$ cat src/rtl/if_fetch_queue_pkg.sv
// Shared types and helpers for the instruction-fetch front end.
package if_fetch_queue_pkg;

  localparam int unsigned INST_ADDR_W = 32;
  localparam int unsigned INST_W      = 32;
  localparam logic [INST_ADDR_W-1:0] ZERO_WORD = '0;
  // Redirect targets are forced onto a word boundary.
  localparam logic [INST_ADDR_W-1:0] WORD_MASK = 32'hFFFF_FFFC;

  // One buffered fetch: the word and the address it came from.
  typedef struct packed {
    logic [INST_ADDR_W-1:0] pc;
    logic [INST_W-1:0]      inst;
  } fetch_entry_t;

  // Sequential fetch address; wraps naturally at the top of the address space.
  function automatic logic [INST_ADDR_W-1:0] next_pc(input logic [INST_ADDR_W-1:0] pc);
    return pc + 32'd4;
  endfunction

endpackage

$ cat src/rtl/if_fetch_queue_fetch_fifo.sv
// Small {pc,inst} FIFO. Push and pop may coincide at any fill level, including
// full; clear empties it in one edge. Pop is never requested when empty and
// push is never requested when full (the fetch credit logic guarantees it).
module if_fetch_queue_fetch_fifo
  import if_fetch_queue_pkg::*;
#(
  parameter int unsigned DEPTH = 4,
  localparam int unsigned PW   = $clog2(DEPTH),
  localparam int unsigned CW   = PW + 1
) (
  input  logic          clk,
  input  logic          rst,
  input  logic          clear_i,
  input  logic          push_i,
  input  fetch_entry_t  push_data_i,
  input  logic          pop_i,
  output fetch_entry_t  head_o,
  output logic [CW-1:0] count_o,
  output logic          empty_o,
  output logic          full_o
);

  fetch_entry_t  mem_q [DEPTH];
  fetch_entry_t  mem_d [DEPTH];
  logic [PW-1:0] wr_ptr_q, wr_ptr_d;
  logic [PW-1:0] rd_ptr_q, rd_ptr_d;
  logic [CW-1:0] count_q, count_d;

  // Next-state for storage, pointers and occupancy.
  always_comb begin
    mem_d    = mem_q;
    wr_ptr_d = wr_ptr_q;
    rd_ptr_d = rd_ptr_q;
    count_d  = count_q;
    if (clear_i) begin
      wr_ptr_d = '0;
      rd_ptr_d = '0;
      count_d  = '0;
    end else begin
      if (push_i) begin
        mem_d[wr_ptr_q] = push_data_i;
        wr_ptr_d        = wr_ptr_q + 1'b1;
      end
      if (pop_i) begin
        rd_ptr_d = rd_ptr_q + 1'b1;
      end
      case ({push_i, pop_i})
        2'b10:   count_d = count_q + 1'b1;
        2'b01:   count_d = count_q - 1'b1;
        default: count_d = count_q;
      endcase
    end
  end

  // State registers with synchronous reset.
  always_ff @(posedge clk) begin
    if (rst) begin
      mem_q    <= '{default: '0};
      wr_ptr_q <= '0;
      rd_ptr_q <= '0;
      count_q  <= '0;
    end else begin
      mem_q    <= mem_d;
      wr_ptr_q <= wr_ptr_d;
      rd_ptr_q <= rd_ptr_d;
      count_q  <= count_d;
    end
  end

  assign head_o  = mem_q[rd_ptr_q];
  assign count_o = count_q;
  assign empty_o = (count_q == '0);
  assign full_o  = (count_q == CW'(DEPTH));

endmodule

$ cat src/rtl/if_fetch_queue.sv
// Instruction-fetch front end: owns the PC, issues reads to a 1-cycle ROM and
// buffers returned words for decode. A read is only issued while a FIFO slot is
// reserved for it (buffered + in-flight < DEPTH), so returning data always fits.
module if_fetch_queue
  import if_fetch_queue_pkg::*;
#(
  parameter int unsigned DEPTH    = 4,
  parameter logic [31:0] RESET_PC = 32'h0000_0000
) (
  input  logic        clk,
  input  logic        rst,
  input  logic        flush_i,
  input  logic [31:0] new_pc_i,
  output logic        rom_ce_o,
  output logic [31:0] rom_addr_o,
  input  logic [31:0] rom_data_i,
  output logic        id_valid_o,
  input  logic        id_ready_i,
  output logic [31:0] id_pc_o,
  output logic [31:0] id_inst_o
);

  localparam int unsigned CW = $clog2(DEPTH) + 1;
  localparam logic [CW:0] DEPTH_W = (CW+1)'(DEPTH);

  logic [31:0]   pc_q, pc_d;
  logic          pending_q, pending_d;
  // Address of the in-flight read, paired with its data on return.
  logic [31:0]   pend_pc_q, pend_pc_d;

  logic [CW-1:0] fifo_count;
  logic          fifo_empty;
  logic          fifo_full;
  logic          fifo_push;
  logic          fifo_pop;
  fetch_entry_t  fifo_head;
  fetch_entry_t  fifo_wdata;
  logic [CW:0]   inflight;
  logic          issue;

  // Issue when a slot is free for the word; push the word returning this cycle
  // unless a flush is discarding it.
  always_comb begin
    inflight   = {1'b0, fifo_count} + {{CW{1'b0}}, pending_q};
    issue      = !rst && !flush_i && (inflight < DEPTH_W);
    fifo_push  = !rst && !flush_i && pending_q;
    fifo_wdata = '{pc: pend_pc_q, inst: rom_data_i};
    id_valid_o = !rst && !flush_i && !fifo_empty;
    fifo_pop   = id_valid_o && id_ready_i;
  end

  // PC and in-flight tracking; a flush redirects and forgets the pending read.
  always_comb begin
    pc_d      = pc_q;
    pend_pc_d = pend_pc_q;
    pending_d = issue;
    if (flush_i) begin
      pc_d = new_pc_i & WORD_MASK;
    end else if (issue) begin
      pc_d      = next_pc(pc_q);
      pend_pc_d = pc_q;
    end
  end

  // Registers; reset takes priority over flush.
  always_ff @(posedge clk) begin
    if (rst) begin
      pc_q      <= RESET_PC;
      pending_q <= 1'b0;
      pend_pc_q <= ZERO_WORD;
    end else begin
      pc_q      <= pc_d;
      pending_q <= pending_d;
      pend_pc_q <= pend_pc_d;
    end
  end

  if_fetch_queue_fetch_fifo #(.DEPTH(DEPTH)) u_fetch_fifo (
    .clk         (clk),
    .rst         (rst),
    .clear_i     (flush_i),
    .push_i      (fifo_push),
    .push_data_i (fifo_wdata),
    .pop_i       (fifo_pop),
    .head_o      (fifo_head),
    .count_o     (fifo_count),
    .empty_o     (fifo_empty),
    .full_o      (fifo_full)
  );

  assign rom_ce_o   = issue;
  assign rom_addr_o = pc_q;
  assign id_pc_o    = id_valid_o ? fifo_head.pc   : ZERO_WORD;
  assign id_inst_o  = id_valid_o ? fifo_head.inst : ZERO_WORD;

endmodule

$ cat config.mk
export PLATFORM = sky130hd
export DESIGN_NAME = if_fetch_queue
export DESIGN_NICKNAME = d
export VERILOG_FILES = /design/src/rtl/if_fetch_queue_pkg.sv /design/src/rtl/if_fetch_queue_fetch_fifo.sv /design/src/rtl/if_fetch_queue.sv
export SDC_FILE = /design/constraint.sdc
export NUM_CORES = 1
export LEC_CHECK = 0
export CORE_MARGIN = 1.5
export CORE_UTILIZATION = 55
export CTS_BUF_LIST = sky130_fd_sc_hd__clkbuf_8
export DETAILED_ROUTE_END_ITERATION = 7
export GPL_TIMING_DRIVEN = 1
export PLACE_DENSITY_LB_ADDON = 0.08
export SLEW_MARGIN = 20
export SYNTH_ARGS = -nofsm -noshare
export SYNTH_HDL_FRONTEND = slang
export SYNTH_SLANG_ARGS = --single-unit
$ cat constraint.sdc
create_clock -name clk -period 3.1 [get_ports clk]
set_input_delay 0.62 -clock clk [delete_from_list [all_inputs] [get_ports clk]]
set_output_delay 0.62 -clock clk [all_outputs]
set_load 0.05 [all_outputs]
==> impl_summary.md, run 1 <==
Clocking
The total clock sinks is roughly 320. The cell at the root of the clock tree is sky130_fd_sc_hd__clkbuf_8. The maximum number of buffers from clock root to sink is 3. The H-tree depth reported by CTS is 2. TritonCTS built the clock tree. The clock reaches the later pin of the worst-skew pair after 570 ps. After clock tree synthesis, the flow added hold-fix buffers numbering 0.

The total setup buffers inserted after CTS is 0. Buffers inserted during clock tree synthesis total 52. Post-CTS repair changed the size of 0 cells. Clock-pin slew was measured on the worst setup and hold paths at approximately 60 ps.

Die
The die is 160 microns tall. The core region is 24200 sq um. The starting density of the core is 0.558. The die extent in x is about 160 microns. The die covers ~26000 sq um. The floorplan has 57 rows.

During I/O placement, the number of pins put on the boundary was around 170.

Route
Using the TritonRoute via totals, the vias-per-cell ratio works out to around 5.6. Dividing the detail-routed wire length by the instance count gives 16.8 microns. For this block, the initial DRC count from the detailed router was 920. Once detail routing completed, the nets flagged for antenna violations numbered 0. The number of remaining DRC errors is 0.

The post-detailed-routing wire length is between 30000 and 40000 microns. The number of search-and-repair iterations in the first detailed-routing pass is 5. Across all layers, the routed design uses around 12k vias.

Yosys
For this run, the number of Yosys warnings is 0. Dividing the synthesized area by the synthesized cell count gives a little over 8 sq um. The post-synthesis instance area is 13500 sq um.

The commonest cells after synthesis are sky130_fd_sc_hd__nand2_1, sky130_fd_sc_hd__dfxtp_1, sky130_fd_sc_hd__a21oi_1. Yosys mapped a number of flops with a built-in enable equal to 0. The biggest area contributor in the post-synthesis netlist is sky130_fd_sc_hd__dfxtp_1. The cell count after synthesis is ~1.6k. The synthesis-stage register bit count is ~320.

The most used standard cell by instance count after synthesis is sky130_fd_sc_hd__nand2_1. The most frequently used flop master after synthesis is sky130_fd_sc_hd__dfxtp_1. The sequential cell area fraction in the yosys report is 0.467. After synthesis, the netlist uses between 40 and 50 different library cells. The share of the synthesized area in the top cell type is 0.467. By area the synthesized netlist is led by sky130_fd_sc_hd__dfxtp_1, sky130_fd_sc_hd__nand2_1, sky130_fd_sc_hd__a21oi_1. The fraction of registers with async set or reset after synthesis is 0.

Global route
The first-pass GRT wire length is about 58000 microns. The overflow left after global routing is 0. Entering global routing, the biggest net connects 203 pins. The via count of the first global-routing pass was between 10k and 15k. The number of antenna violations at the first check in global routing is 0. In the global route stage, overall resource usage came out at 0.278.

Power and ir drop
The sum of internal, switching and leakage power is ~8.3 mW. In this run the static leakage power is roughly 5.7 nW. Power spread over the standard cell area amounts to approximately 490 nW/um^2. The largest vdd supply drop is roughly 0.00032 V.

Timing
Adding up every negative setup slack in the final design gives 0 ps. Dividing the final minimum period by the clock period gives 0.962. The final number of max-transition violations is 0.

The final number of setup-violating endpoints is 0. The final-report hold violation count is 0. Static timing analysis puts the maximum clock frequency at about 340 MHz. Setup repair after global routing left no endpoint under its margin. The post-route worst hold slack is around 450 ps. The final critical-path required period is between 2000 and 3000 ps.

The transition time at the pin with the least slew margin is approximately 1000 ps. The final worst setup slack is 119 ps. The final worst clock skew is roughly 14 ps. The headroom to the max-slew limit is 0.301.

Layout
The number of antenna diodes in the final layout is 0. The layout-stage area growth over the synthesis result is 26.3%. At the end of the flow, the number of nets in the layout was ~1.8k.

Of the cells placed in the final design, the portion with a size suffix greater than 1 is 0.141. The post-layout instance area is 17100 sq um.

Place
The HPWL after detailed placement is 21700 microns. The placement-stage cell area is roughly 16000 sq um. The congestion estimate from routability-driven global placement came to 0.858. The pre-CTS setup slack is about 45 ps. The number of buffers added on ports is 159.

Run
The tool flagged a number of max-cap violations equal to 0.

Worst setup path
Data on the critical path is required at its endpoint by approximately 2500 ps. The worst setup path is of the flop to output port kind. In this run the worst path has a maximum fanout of 35.

STA classifies the critical path startpoint as a flop. At the worst endpoint, the arrival time is 2360 ps. The length in cells of the worst reg-to-reg path is 6. STA classifies the critical path endpoint as an output port.

Run status
The run finished with clean final reports.

Min path
The type of the tightest min-delay check is flop to flop. The worst hold path was traced through 2 stages.
## per-layer routing
| metal | global-route usage | part of all wire | vias to the layer above |
|---|---|---|---|
| met3 | 0.0457 | 0.064 | 72 |
| met1 | 0.361 | 0.42 | 5629 |
| met5 | 0 | 0 | - |
| li1 | - | - | 5763 |
| met4 | 0.111 | 0.028 | 0 |
| met2 | 0.464 | 0.49 | 417 |
## path summary, 6_finish.rpt
check                            from                      to  slack [ps]
max          u_fetch_fifo.rd_ptr_q[0]             id_pc_o[30]         120
min            u_fetch_fifo.mem_q[21]  u_fetch_fifo.mem_q[21]         450
max reg2reg             rom_addr_o[2]          rom_addr_o[26]         780
min reg2reg    u_fetch_fifo.mem_q[21]  u_fetch_fifo.mem_q[21]         450
## critical path: stages, from the launching register on
cell and delay (ps):
sky130_fd_sc_hd__dfxtp_4 510, sky130_fd_sc_hd__buf_12 310, sky130_fd_sc_hd__mux4_2 570, sky130_fd_sc_hd__and2_1 210
sky130_fd_sc_hd__buf_12 150
## power by group
| part | internal [mW] | switching [mW] |
|---|---|---|
| Clock | 1.98 | 1.61 |
| Combinational | 0.198 | 0.324 |
| Sequential | 4.11 | 0.0755 |
| Total | 6.29 | 2.01 |
## state kept, by name, indices dropped and copies added (netlist names)
| name | count |
|---|---|
| pend_pc_q | 30 |
| rom_addr_o | 30 |
| u_fetch_fifo.rd_ptr_q | 2 |
| pending_q | 1 |
| u_fetch_fifo.count_o | 3 |
| u_fetch_fifo.wr_ptr_q | 2 |
| u_fetch_fifo.mem_q | 248 |
## placed cells by master, fill, tap and decap left out, drive strengths merged, types with 5 or more instances in the layout
master,instances
nand2,584
dfxtp,316
a21oi,298
buf,102
clkdlybuf4s50,94
and2,70
clkbuf,67
mux4,62
inv,38
nor2,21
a31oi,17
o21ai,16
and3,12
nand4,11
nand3,10
xnor2,9
o22ai,8
nor4,6
xor2,6
ha,6
nor3,5
clkinv,5
## cells by family (layout without fill, tap and decap cells)
group,Yosys count,count (layout),share of synthesized area
mux,66,66,0.106
simple gates,735,735,0.228
other cells,1,4,0.000277
buf+inv,154,309,0.0456
fa+ha+maj,7,7,0.00702
compound gates,352,352,0.136
flops,316,316,0.467
xor+xnor,15,15,0.00970
## per-stage QoR
step,std cells,util
floorplan,1649,-
global placement,2035,0.662
detailed placement,2035,0.662
CTS,2128,0.705
global route,2128,0.705
finish,2128,0.705
## layout make-up
cell class,count,area (sq um)
Fill cell,1906,7150
Multi-Input combinational cell,1179,6630
Sequential cell,316,6330
Timing Repair Buffer,197,2610
Clock buffer,66,908
Tap cell,324,405
Clock inverter,27,139
Inverter,19,71.3
(Power assumes the default switching activity.)
==> inputs of run 2 (changes only) <==
SLEW_MARGIN = default   (was 20)
==> results of run 2 <==
The final DEF is identical to that of run 1; final timing and power are the same.
